$ cat config.mk
export PLATFORM = sky130hd
export DESIGN_NAME = eq_coef_spi_bank
export DESIGN_NICKNAME = d
export VERILOG_FILES = /design/src/rtl/eq_coef_spi_bank.sv
export SDC_FILE = /design/constraint.sdc
export NUM_CORES = 1
export LEC_CHECK = 0
export CORE_AREA = 2 2 106 118
export DETAILED_ROUTE_END_ITERATION = 8
export DIE_AREA = 0 0 108 120
export GPL_ROUTABILITY_DRIVEN = 0
export PLACE_DENSITY = 0.78
export SYNTH_ARGS = -nofsm -noshare
export SYNTH_HDL_FRONTEND = slang
export SYNTH_SLANG_ARGS = --single-unit
$ cat constraint.sdc
create_clock -name clk -period 2.7 [get_ports clk]
set_input_delay 0.27 -clock clk [delete_from_list [all_inputs] [get_ports clk]]
set_output_delay 0.27 -clock clk [all_outputs]
set_load 0.01 [all_outputs]
$ cat src/rtl/eq_coef_spi_bank.sv
// SPI-loaded EQ coefficient bank: oversamples sck/sdi/ce, deserialises NUM_BANDS words, commits atomically.
// Optional readback of the live bank on sdo when EQ_COEF_READBACK_EN is defined.
module eq_coef_spi_bank #(
    parameter int NUM_BANDS   = 4,
    parameter int COEF_W      = 16,
    parameter int SYNC_STAGES = 2
) (
    input  logic                        clk,
    input  logic                        reset,
    input  logic                        sck,
    input  logic                        sdi,
    input  logic                        ce,
    output logic                        sdo,
    output logic [NUM_BANDS*COEF_W-1:0] coefs,
    output logic                        coef_valid,
    output logic                        frame_err,
    output logic                        busy
);

    localparam int BANK_W = NUM_BANDS * COEF_W;
    localparam int BC_W   = $clog2(COEF_W);
    localparam int WI_W   = $clog2(NUM_BANDS + 1);
    localparam logic [BC_W-1:0] BIT_LAST = BC_W'(COEF_W - 1);
    localparam logic [WI_W-1:0] WORD_END = WI_W'(NUM_BANDS);

    typedef enum logic [1:0] {
        IDLE   = 2'd0,
        SHIFT  = 2'd1,
        COMMIT = 2'd2
    } state_t;

    state_t state_r, state_next;

    logic [SYNC_STAGES-1:0] sck_sync_r, sdi_sync_r, ce_sync_r;
    logic                   sck_s, sdi_s, ce_s;
    logic                   sck_d_r, ce_d_r;
    logic                   sck_rise_s, ce_rise_s, ce_fall_s;

    logic [BC_W-1:0]   bit_cnt_r;
    logic [WI_W-1:0]   word_idx_r;
    logic              ovf_r;
    logic              rise_pend_r;
    logic [COEF_W-1:0] shift_r;
    logic [COEF_W-1:0] word_s;
    logic [BANK_W-1:0] staging_r;
    logic [BANK_W-1:0] coefs_r;
    logic              coef_valid_r, frame_err_r, busy_r;

    logic start_s, shift_s, ovf_s, fail_s, frame_ok_s;

    // Synchroniser chains plus one extra stage for edge detection
    always_ff @(posedge clk or negedge reset) begin
        if (!reset) begin
            sck_sync_r <= {SYNC_STAGES{1'b0}};
            sdi_sync_r <= {SYNC_STAGES{1'b0}};
            ce_sync_r  <= {SYNC_STAGES{1'b0}};
            sck_d_r    <= 1'b0;
            ce_d_r     <= 1'b0;
        end else begin
            sck_sync_r <= {sck_sync_r[SYNC_STAGES-2:0], sck};
            sdi_sync_r <= {sdi_sync_r[SYNC_STAGES-2:0], sdi};
            ce_sync_r  <= {ce_sync_r[SYNC_STAGES-2:0], ce};
            sck_d_r    <= sck_s;
            ce_d_r     <= ce_s;
        end
    end

    assign sck_s      = sck_sync_r[SYNC_STAGES-1];
    assign sdi_s      = sdi_sync_r[SYNC_STAGES-1];
    assign ce_s       = ce_sync_r[SYNC_STAGES-1];
    assign sck_rise_s = sck_s & ~sck_d_r;
    assign ce_rise_s  = ce_s & ~ce_d_r;
    assign ce_fall_s  = ~ce_s & ce_d_r;
    assign word_s     = {shift_r[COEF_W-2:0], sdi_s};
    assign frame_ok_s = (word_idx_r == WORD_END) && (bit_cnt_r == {BC_W{1'b0}}) && !ovf_r;

    // FSM state register
    always_ff @(posedge clk or negedge reset) begin
        if (!reset) begin
            state_r <= IDLE;
        end else begin
            state_r <= state_next;
        end
    end

    // Next-state and datapath strobes; a ce fall masks a coincident sck rise
    always_comb begin
        state_next = state_r;
        start_s    = 1'b0;
        shift_s    = 1'b0;
        ovf_s      = 1'b0;
        fail_s     = 1'b0;
        case (state_r)
            IDLE: begin
                if (ce_rise_s || rise_pend_r) begin
                    start_s    = 1'b1;
                    state_next = SHIFT;
                end else begin
                    state_next = IDLE;
                end
            end
            SHIFT: begin
                if (ce_fall_s) begin
                    if (frame_ok_s) begin
                        state_next = COMMIT;
                    end else begin
                        fail_s     = 1'b1;
                        state_next = IDLE;
                    end
                end else if (sck_rise_s) begin
                    if (word_idx_r != WORD_END) begin
                        shift_s = 1'b1;
                    end else begin
                        ovf_s = 1'b1;
                    end
                end else begin
                    state_next = SHIFT;
                end
            end
            COMMIT: begin
                state_next = IDLE;
            end
            default: begin
                state_next = IDLE;
            end
        endcase
    end

    // Deserialiser, staging bank and counters
    always_ff @(posedge clk or negedge reset) begin
        if (!reset) begin
            bit_cnt_r  <= {BC_W{1'b0}};
            word_idx_r <= {WI_W{1'b0}};
            ovf_r      <= 1'b0;
            shift_r    <= {COEF_W{1'b0}};
            staging_r  <= {BANK_W{1'b0}};
        end else if (start_s) begin
            bit_cnt_r  <= {BC_W{1'b0}};
            word_idx_r <= {WI_W{1'b0}};
            ovf_r      <= 1'b0;
        end else if (shift_s) begin
            shift_r <= word_s;
            if (bit_cnt_r == BIT_LAST) begin
                bit_cnt_r  <= {BC_W{1'b0}};
                word_idx_r <= word_idx_r + 1'b1;
                for (int k = 0; k < NUM_BANDS; k++) begin
                    if (word_idx_r == WI_W'(k)) begin
                        staging_r[k*COEF_W +: COEF_W] <= word_s;
                    end
                end
            end else begin
                bit_cnt_r <= bit_cnt_r + 1'b1;
            end
        end else if (ovf_s) begin
            ovf_r <= 1'b1;
        end
    end

    // Live bank and status outputs; a ce rise seen during COMMIT is replayed in IDLE
    always_ff @(posedge clk or negedge reset) begin
        if (!reset) begin
            coefs_r      <= {BANK_W{1'b0}};
            coef_valid_r <= 1'b0;
            frame_err_r  <= 1'b0;
            busy_r       <= 1'b0;
            rise_pend_r  <= 1'b0;
        end else begin
            coef_valid_r <= (state_r == COMMIT);
            busy_r       <= (state_next == SHIFT);
            rise_pend_r  <= (state_r == COMMIT) && ce_rise_s;
            if (state_r == COMMIT) begin
                coefs_r     <= staging_r;
                frame_err_r <= 1'b0;
            end else if (fail_s) begin
                frame_err_r <= 1'b1;
            end
        end
    end

    assign coefs      = coefs_r;
    assign coef_valid = coef_valid_r;
    assign frame_err  = frame_err_r;
    assign busy       = busy_r;

`ifdef EQ_COEF_READBACK_EN
    logic              sck_fall_s;
    logic [BANK_W-1:0] rb_r, rb_next_s, rb_load_s;
    logic              sdo_r;

    assign sck_fall_s = ~sck_s & sck_d_r;

    // Band 0 is placed at the top so it leaves first, MSB first
    always_comb begin
        rb_load_s = {BANK_W{1'b0}};
        for (int k = 0; k < NUM_BANDS; k++) begin
            rb_load_s[(NUM_BANDS-1-k)*COEF_W +: COEF_W] = coefs_r[k*COEF_W +: COEF_W];
        end
        if (start_s) begin
            rb_next_s = rb_load_s;
        end else if ((state_r == SHIFT) && sck_fall_s) begin
            rb_next_s = {rb_r[BANK_W-2:0], 1'b0};
        end else begin
            rb_next_s = rb_r;
        end
    end

    // Readback shift register and registered sdo
    always_ff @(posedge clk or negedge reset) begin
        if (!reset) begin
            rb_r  <= {BANK_W{1'b0}};
            sdo_r <= 1'b0;
        end else begin
            rb_r  <= rb_next_s;
            sdo_r <= (state_next == SHIFT) && rb_next_s[BANK_W-1];
        end
    end

    assign sdo = sdo_r;
`else
    assign sdo = 1'b0;
`endif

endmodule

==> results of run 1 <==
cells in the mapped netlist, types with 2 or more instances:
master,n,area (um2)
dfrtp_1,165,4130
mux2_2,98,1100
nand2_1,53,199
mux2_4,30,450
clkbuf_1,8,30.0
inv_1,8,30.0
ha_1,7,87.6
buf_2,5,25.0
nand3_1,5,25.0
nor2_1,4,15.0
a21oi_1,3,15.0
buf_6,3,33.8
nand2_4,3,33.8
nor2b_1,3,18.8
o21ai_0,3,15.0
a211oi_1,2,15.0
and2_1,2,12.5
nor4_1,2,12.5
or4_1,2,15.0
sequential cells by signal (all words and copies together), names as in the netlist:
register,flops
bit_cnt_r,4
busy,1
ce_d_r,1
ce_sync_r,2
coef_valid,1
coefs,64
frame_err,1
ovf_r,1
rise_pend_r,1
sck_d_r,1
sck_sync_r,2
sdi_sync_r,2
shift_r,15
staging_r,64
state_r,2
word_idx_r,3
cell families after synthesis:
logic type                 after synthesis
and+or+nand+nor                         81
muxes                                  129
buffers and inverters                   25
AOI/OAI and AO/OA                       14
other                                    1
adders and majority gates                7
DFF                                    165
final timing paths:
kind | from | end | slack, ps | cells past startpoint
worst max-delay path | word_idx_r[0] | staging_r[61] | 580 | 7
worst min-delay path | sdi | sdi_sync_r[0] | 290 | 1
worst max register to register | word_idx_r[0] | staging_r[61] | 580 | 7
worst min register to register | sdi_sync_r[0] | sdi_sync_r[1] | 350 | 0
max in group asynchronous | reset | staging_r[45] | 1350 | 3
min in group asynchronous | reset | staging_r[43] | 440 | 2
what timing repair did:
action / CTS / global route
hold endpoints to repair: 74 / 0
endpoints found under the setup margin: 0 / 0
hold buffers: 1 / 0
setup buffers: 0 / 0
worst reg2reg max path, delay by kind of cell, from the launching register on:
kind,cells,cell delay [ps]
adders and majority gates,1,260
buffers and inverters,2,310
DFF,1,410
muxes,1,310
and+or+nand+nor,3,700
stage by stage:
stage	instances	instance area, um2	utilization, %	setup WS [ps]	power, mW
after floorplan	422	6420	-	757	2.75
after global placement	635	7300	61.7	771	2.86
after detailed placement	635	7300	61.7	662	2.88
after CTS	666	7920	67.0	549	5.33
after global routing	666	7920	67.0	425	5.48
final	666	7920	67.0	585	5.28
power by group through the flow:
| stage | logic [mW] | registers, mW | clock network (mW) |
|---|---|---|---|
| finish | 0.187 | 2.65 | 2.44 |
| global route | 0.223 | 2.66 | 2.60 |
| CTS | 0.193 | 2.65 | 2.49 |
| detailed placement | 0.189 | 2.69 | 0 |
| global placement | 0.177 | 2.68 | 0 |
| floorplan | 0.102 | 2.65 | 0 |
cell usage in the layout, fill, tap and decap left out, types with 2 or more instances in the layout:
cell type	n
a211oi_1	2
a21oi_1	3
and2_1	2
buf_12	2
buf_4	3
bufinv_16	3
clkbuf_16	17
clkbuf_8	4
clkdlybuf4s50_1	70
clkinv_2	2
clkinvlp_4	2
dfrtp_1	165
ha_1	7
inv_1	8
mux2_2	98
mux2_4	30
nand2_1	53
nand2_4	3
nand3_1	5
nor2_1	3
nor2b_1	3
nor4_1	2
o21ai_0	3
or4_1	2
per-layer routing:
metal	GRT usage, %	routed length (um)
met5	0	0
met3	4.35	302
met1	26.7	5290
met4	7.85	283
met2	30.1	5670
layout make-up:
class | instances | share of cell area [%]
tap | 154 | 2.43
multi-input combinational | 232 | 27.4
clock inverter | 8 | 1.56
inverter | 8 | 0.379
clock buffer | 22 | 6.12
timing repair buffer | 77 | 9.91
sequential | 165 | 52.1
==> impl_metrics.ini, run 1 <==
[run_status]
status = finished, final reports clean

[worst_setup_path]
crit_buf_inv = 2
slowest_delay_ps = 410
critPathCaptureType = register
crit_type = reg -> reg
slowest_stage = dfrtp_1
cpLargestDelayFamily = simple AND/OR/NAND/NOR gates
arrival_ps = 2410
cp_cell_sequence = inv_1 -> ha_1 -> and2_1 -> nor4_1 -> nand2_1 -> buf_4 -> mux2_2
worst_ep_required_time_ps = 2990
start_kind = register
cp_max_fo = 16

[power_and_ir_drop]
power_frac_seq_pct = 50.2
power_frac_clock_pct = 46.3
ir_worst_vdd_mv = 0.370
p_int_mw = 4.15
p_sw_mw = 1.13
switching_share_pct = 21.4
p_leak_nw = 3.98
combPwrFrac_pct = 3.5
p_per_area_nw_per_um2 = 667

[global_routing]
grt_pass1_wl_mm = 19.0
first_global_vias = 3658
grt_max_degree = 77
globalRouteOverflowTotal = 0
grtUsageTotal_pct = 19.4
antenna_found_initial = 0

[drt]
viasPerCell = 5.29
drc = 0
dr_total_vias = 3521
drt-initial-drc-count = 135
dr.pass1.iters = 5
ant_nets = 0
wl_per_cell_um = 17.3
wl_mm = 11.5

[finish]
fillerInstances = 803
seq_area_um2 = 4130
drive_above_1_share_pct = 33.2
fin_nets = 513
syn2layout_area_growth_pct = 23.4
multi_input_area_um2 = 2170
n_antenna_cell = 0

[hold_path]
min_path_type = in -> reg

[run]
drv_cap = 0

[synth]
synth_xor_area_share_pct = 0
ys.flop_type = dfrtp_1
ys_seq_area_share_pct = 64.4
ys_types = 35
synth_cells = 422
synth.avg_cell_area_um2 = 15.2
synthSimpleGateAreaFrac_pct = 6.51
ys.warnings.count = 0
syn_area_um2 = 6420
synth-compound-area-share_pct = 1.37
synth.area.mux_share_pct = 24.4
synth_top_family_by_area = multiplexers
synth_seq_cells = 165
ys_async_sr_fraction_pct = 100
synth_fa_ha_area_share_pct = 1.37
synth_edf_count = 0
syn-num-nets = 434

[clock_tree]
cts.sinks = 165
clockBufferDepth = 2
cts_tree = built
clock_latency_ps = 410
post_cts_resized = 0
htreeDepth = 4
path_clk_slew_ps = 60
cts-root-buf = clkbuf_16
numCtsBuffers = 17

[floorplanning]
core_area_um2 = 11800
pin_count = 73
dieArea_um2 = 13000
initial_utilization_pct = 54.3
std_cell_rows = 42
fp.dieW_um = 108
die_h_um = 120

[sta]
slew_viol_final = 0
rsz0062_at_grt = no
hold_violations = 0
worst_slew_pin_slew_ps = 710
fmax_mhz = 473
fin_crit_ps = 2120
fin_tns_setup_ps = 0
setup_violations = 0
max_slew_margin_pct = 52.6
fin_skew_ps = 8.30
holdWs_ps = 290
fin_crit_sh_pct = 78.3

[placement]
port_buffers = 71
dp_hpwl_mm = 7.24
Note: power is estimated with default switching activity, not from simulation.
==> run 2: changes to the inputs <==
==> constraint.sdc (replaced) <==
create_clock -name clk -period 2 [get_ports clk]
set_input_delay 0.2 -clock clk [delete_from_list [all_inputs] [get_ports clk]]
set_output_delay 0.2 -clock clk [all_outputs]
set_load 0.01 [all_outputs]
==> run 2 against run 1 <==
Cell area grew 1.4%. Sequential share of layout area shrank 0.73 points. Critical path depth is the same. Die area is the same. Hold slack lost 71 ps. First-iteration DRC count shrank 19%. Clock power grew 39%.
==> impl_metrics.ini, run 2 (synthesis gave the netlist of run 1 again) <==
[floorplanning]
core_area_um2 = 11800
initial_utilization_pct = 54.3
fp.dieW_um = 108
std_cell_rows = 42
die_h_um = 120
dieArea_um2 = 13000
pin_count = 73

[run]
drv_cap = 0

[power_and_ir_drop]
p_per_area_nw_per_um2 = 903
total_power_mw = 7.25
ir_worst_vdd_mv = 0.609
p_leak_nw = 4.04

[clock_tree]
path_clk_slew_ps = 60
htreeDepth = 4
clock_latency_ps = 420
cts.sinks = 165
cts-root-buf = clkbuf_16
numCtsBuffers = 17
cts_tree = built
clockBufferDepth = 2

[global_routing]
grt_pass1_wl_mm = 20.2
globalRouteOverflowTotal = 0
first_global_vias = 3855
antenna_found_initial = 0
grt_max_degree = 68
grtUsageTotal_pct = 20.6

[worst_setup_path]
crit_type = reg -> reg
critPathCaptureType = register
start_kind = register
arrival_ps = 2270
r2r_start = word_idx_r[1]
startpoint = word_idx_r[1]
cp_max_fo = 16
worst_ep_required_time_ps = 2300

[finish]
layout_commonest_cell = dfrtp_1
layout_common_cells = 165 x dfrtp_1, 98 x mux2_2, 70 x clkdlybuf4s50_1
fin_util_pct = 67.9
fin_nets = 521
n_antenna_cell = 0
fillerInstances = 788
syn2layout_area_growth_pct = 25.2
drive_above_1_share_pct = 34.9
fin_area_um2 = 8030

[sta]
rsz0062_at_grt = yes
fin_crit_ps = 1970
fin_crit_sh_pct = 98.4
worst_slew_pin_slew_ps = 617
setup_violations = 0
holdWs_ps = 219
hold_violations = 0
slew_viol_final = 0
max_slew_margin_pct = 58.6
fin_skew_ps = 8.02
fmax_mhz = 508

[drt]
drt-initial-drc-count = 109
viasPerCell = 5.35
drc = 0
dr_total_vias = 3616
dr.pass1.iters = 4
wl_per_cell_um = 17.9
wl_mm = 12.1
ant_nets = 0

[placement]
placed_cell_area_um2 = 7360
dp_hpwl_mm = 7.51
port_buffers = 71

[hold_path]
min_path_type = in -> reg
min-delay-start = ce

[run_status]
status = finished, final reports clean
[run 2: report_power, final]
group | switching [mW] | internal, mW
Combinational | 0.177 | 0.106
Clock | 1.24 | 2.15
Sequential | 0.143 | 3.43
[run 2: layer usage]
layer / vias up / GRT usage [%] / wire [um]
met3: 21 / 3.91 / 412
met1: 1875 / 26.8 / 5210
li1: 1634 / - / -
met5: - / 0 / 0
met4: 0 / 8.65 / 252
met2: 86 / 34.0 / 6220
[run 2: stage by stage]
stage / instances / worst slack (ps) / TNS, ps
floorplan: 422 / 57.2 / 0
global placement: 640 / 80.2 / 0
detailed placement: 640 / -56.5 / -1800
CTS: 674 / 20.4 / 0
global route: 676 / -25.6 / -432
finish: 676 / 31.2 / 0
[run 2: path summary, 6_finish.rpt]
check	endpoint	slack, ps	depth (start not counted)
max	staging_r[55]	30	7
min	ce_sync_r[0]	220	1
max reg2reg	staging_r[55]	30	7
min reg2reg	ce_sync_r[1]	350	0
max in group asynchronous	staging_r[38]	1080	3
min in group asynchronous	coefs[42]	300	2
[run 2: layout make-up]
type                            instances  area [um2]  area share [%]
Clock inverter                          9         150            1.87
Inverter                                8        30.0           0.374
Clock buffer                           23         468            5.83
Tap cell                              154         193            2.40
Sequential cell                       165        4130            51.4
Timing Repair Buffer                   85         870            10.8
Multi-Input combinational cell        232        2190            27.3
[run 2: worst max-delay path, stage by stage, from the launching register on]
cell     delay, ps
dfrtp_1        370
inv_1           80
ha_1           250
and2_2         260
nor4_1         280
nand2_1         90
buf_4          210
mux2_2         310
[run 2: what timing repair did]
item / 4_1_cts / 5_1_grt
buffers inserted: 1 / 2
resized for setup: 2 / 3
pin swaps: 1 / 0
cloned: 0 / 0
endpoints found under the setup margin: 53 / 70
hold endpoints to repair: 47 / 0
hold buffers: 1 / 0
==> run 3: changes to the inputs <==
==> config.mk (replaced) <==
export PLATFORM = sky130hd
export DESIGN_NAME = eq_coef_spi_bank
export DESIGN_NICKNAME = d
export VERILOG_FILES = /design/src/rtl/eq_coef_spi_bank.sv
export SDC_FILE = /design/constraint.sdc
export NUM_CORES = 1
export LEC_CHECK = 0
export CORE_AREA = 2 2 102 114
export DETAILED_ROUTE_END_ITERATION = 8
export DIE_AREA = 0 0 104 116
export GPL_ROUTABILITY_DRIVEN = 0
export PLACE_DENSITY = 0.83
export SYNTH_ARGS = -nofsm -noshare
export SYNTH_HDL_FRONTEND = slang
export SYNTH_SLANG_ARGS = --single-unit
==> constraint.sdc (replaced) <==
create_clock -name clk -period 2.36 [get_ports clk]
set_input_delay 0.236 -clock clk [delete_from_list [all_inputs] [get_ports clk]]
set_output_delay 0.236 -clock clk [all_outputs]
set_load 0.01 [all_outputs]
==> run 3 against run 2 <==
First-iteration DRC count increased by 75%. Sequential cell count unchanged. Cell area decreased by 0.31%. Critical endpoint is now staging_r[63]. Highest routed layer unchanged.
==> impl_metrics.ini, run 3 (synthesis gave the netlist of run 1 again) <==
[power_and_ir_drop]
power_frac_seq_pct = 47.5
combPwrFrac_pct = 3.4
ir_worst_vdd_mv = 0.465
p_leak_nw = 4.01
p_per_area_nw_per_um2 = 797
switching_share_pct = 22.0
p_sw_mw = 1.40
p_int_mw = 4.98
power_frac_clock_pct = 49.1

[global_routing]
grtUsageTotal_pct = 21.7
grt_pass1_wl_mm = 20.0
first_global_vias = 3896
globalRouteOverflowTotal = 0
grt_max_degree = 66
antenna_found_initial = 0

[run_status]
status = finished, final reports clean

[drt]
wl_mm = 12.1
drc = 0
dr_total_vias = 3608
drt-initial-drc-count = 191
dr.pass1.iters = 4
ant_nets = 0
viasPerCell = 5.44
wl_per_cell_um = 18.3

[worst_setup_path]
slowest_stage = dfrtp_1
critPathCaptureType = register
r2r_start = word_idx_r[0]
rrSetupSlack_ps = 270
reg2regPathDepth = 7
cp_max_fo = 16
worst_ep_required_time_ps = 2660
cp_cell_sequence = inv_1 -> ha_1 -> and2_1 -> nor4_1 -> nand2_1 -> buf_4 -> mux2_2
slowest_delay_ps = 430
r2r-end = staging_r[63]
start_kind = register
crit_type = reg -> reg
arrival_ps = 2390
startpoint = word_idx_r[0]

[placement]
dp_hpwl_mm = 7.63
port_buffers = 71

[finish]
fin_nets = 515
fillerInstances = 673
fin_util_pct = 74.1
n_antenna_cell = 0
syn2layout_area_growth_pct = 24.8
layout_common_cells = 165 x dfrtp_1, 98 x mux2_2, 70 x clkdlybuf4s50_1
multi_input_area_um2 = 2170
layout_commonest_cell = dfrtp_1
seq_area_um2 = 4130
drive_above_1_share_pct = 33.9

[hold_path]
worstHoldEndpoint = sdi_sync_r[0]
min-delay-start = sdi
min_path_type = in -> reg
hold_depth = 1

[clock_tree]
cts-root-buf = clkbuf_16
htreeDepth = 4
cts_hold_buffers = 1
cts.sinks = 165
path_clk_slew_ps = 70
clock_latency_ps = 420
post_cts_resized = 0
cts_tree = built
clockBufferDepth = 2
numCtsBuffers = 17
postCtsSetupBuffers = 0

[sta]
fin_tns_setup_ps = 0
slew_viol_final = 0
fmax_mhz = 479
fin_crit_sh_pct = 88.6
fin_skew_ps = 11.7
rsz0062_at_grt = no
worst_slew_pin_slew_ps = 705
max_slew_margin_pct = 52.9
setup_violations = 0
hold_violations = 0
fin_crit_ps = 2090

[floorplanning]
std_cell_rows = 40
fp.dieW_um = 104
die_h_um = 116
core_area_um2 = 10800
initial_utilization_pct = 59.4
pin_count = 73
dieArea_um2 = 12100

[run]
drv_cap = 0
## run 3: how the worst max path moves through the flow
stage / end
global route: staging_r[59]
finish: staging_r[63]
detailed placement: staging_r[26]
global placement: bit_cnt_r[1]
CTS: staging_r[63]
floorplan: staging_r[51]
## run 3: power groups by stage
stage | Combinational (mW) | Sequential (mW) | Clock, mW
global placement | 0.205 | 3.07 | 0
finish | 0.218 | 3.03 | 3.13
floorplan | 0.117 | 3.03 | 0
CTS | 0.222 | 3.03 | 3.16
global route | 0.257 | 3.05 | 3.30
detailed placement | 0.221 | 3.08 | 0
## run 3: metal layers
metal	global-route usage (%)	wire [um]
met1	26.9	5190
met2	37.2	6190
met3	6.19	533
met4	7.39	191
met5	0	0
## run 3: worst max-delay path: cells and delay by family, from the launching register on
kind,cells,cell delay (ps)
and+or+nand+nor,3,650
DFF,1,430
buffers and inverters,2,330
muxes,1,310
adders and majority gates,1,250
## run 3: layout make-up
class | instances | share of cell area, %
flip-flops and latches | 165 | 51.6
clock inverters | 15 | 3.14
repair buffers | 79 | 10.1
multi-input cells | 232 | 27.1
inverters | 8 | 0.375
clock buffers | 17 | 5.31
well taps | 147 | 2.30
## run 3: stage by stage
| step | total power, mW | cell area, um2 | hold WS [ps] | setup WS, ps | std cells |
|---|---|---|---|---|---|
| after floorplan | 3.15 | 6420 | -59.6 | 417 | 422 |
| after global placement | 3.28 | 7320 | 248 | 415 | 630 |
| after detailed placement | 3.30 | 7320 | 257 | 316 | 630 |
| after CTS | 6.42 | 8010 | 241 | 272 | 663 |
| after global routing | 6.60 | 8010 | 257 | 151 | 663 |
| final | 6.38 | 8010 | 250 | 270 | 663 |
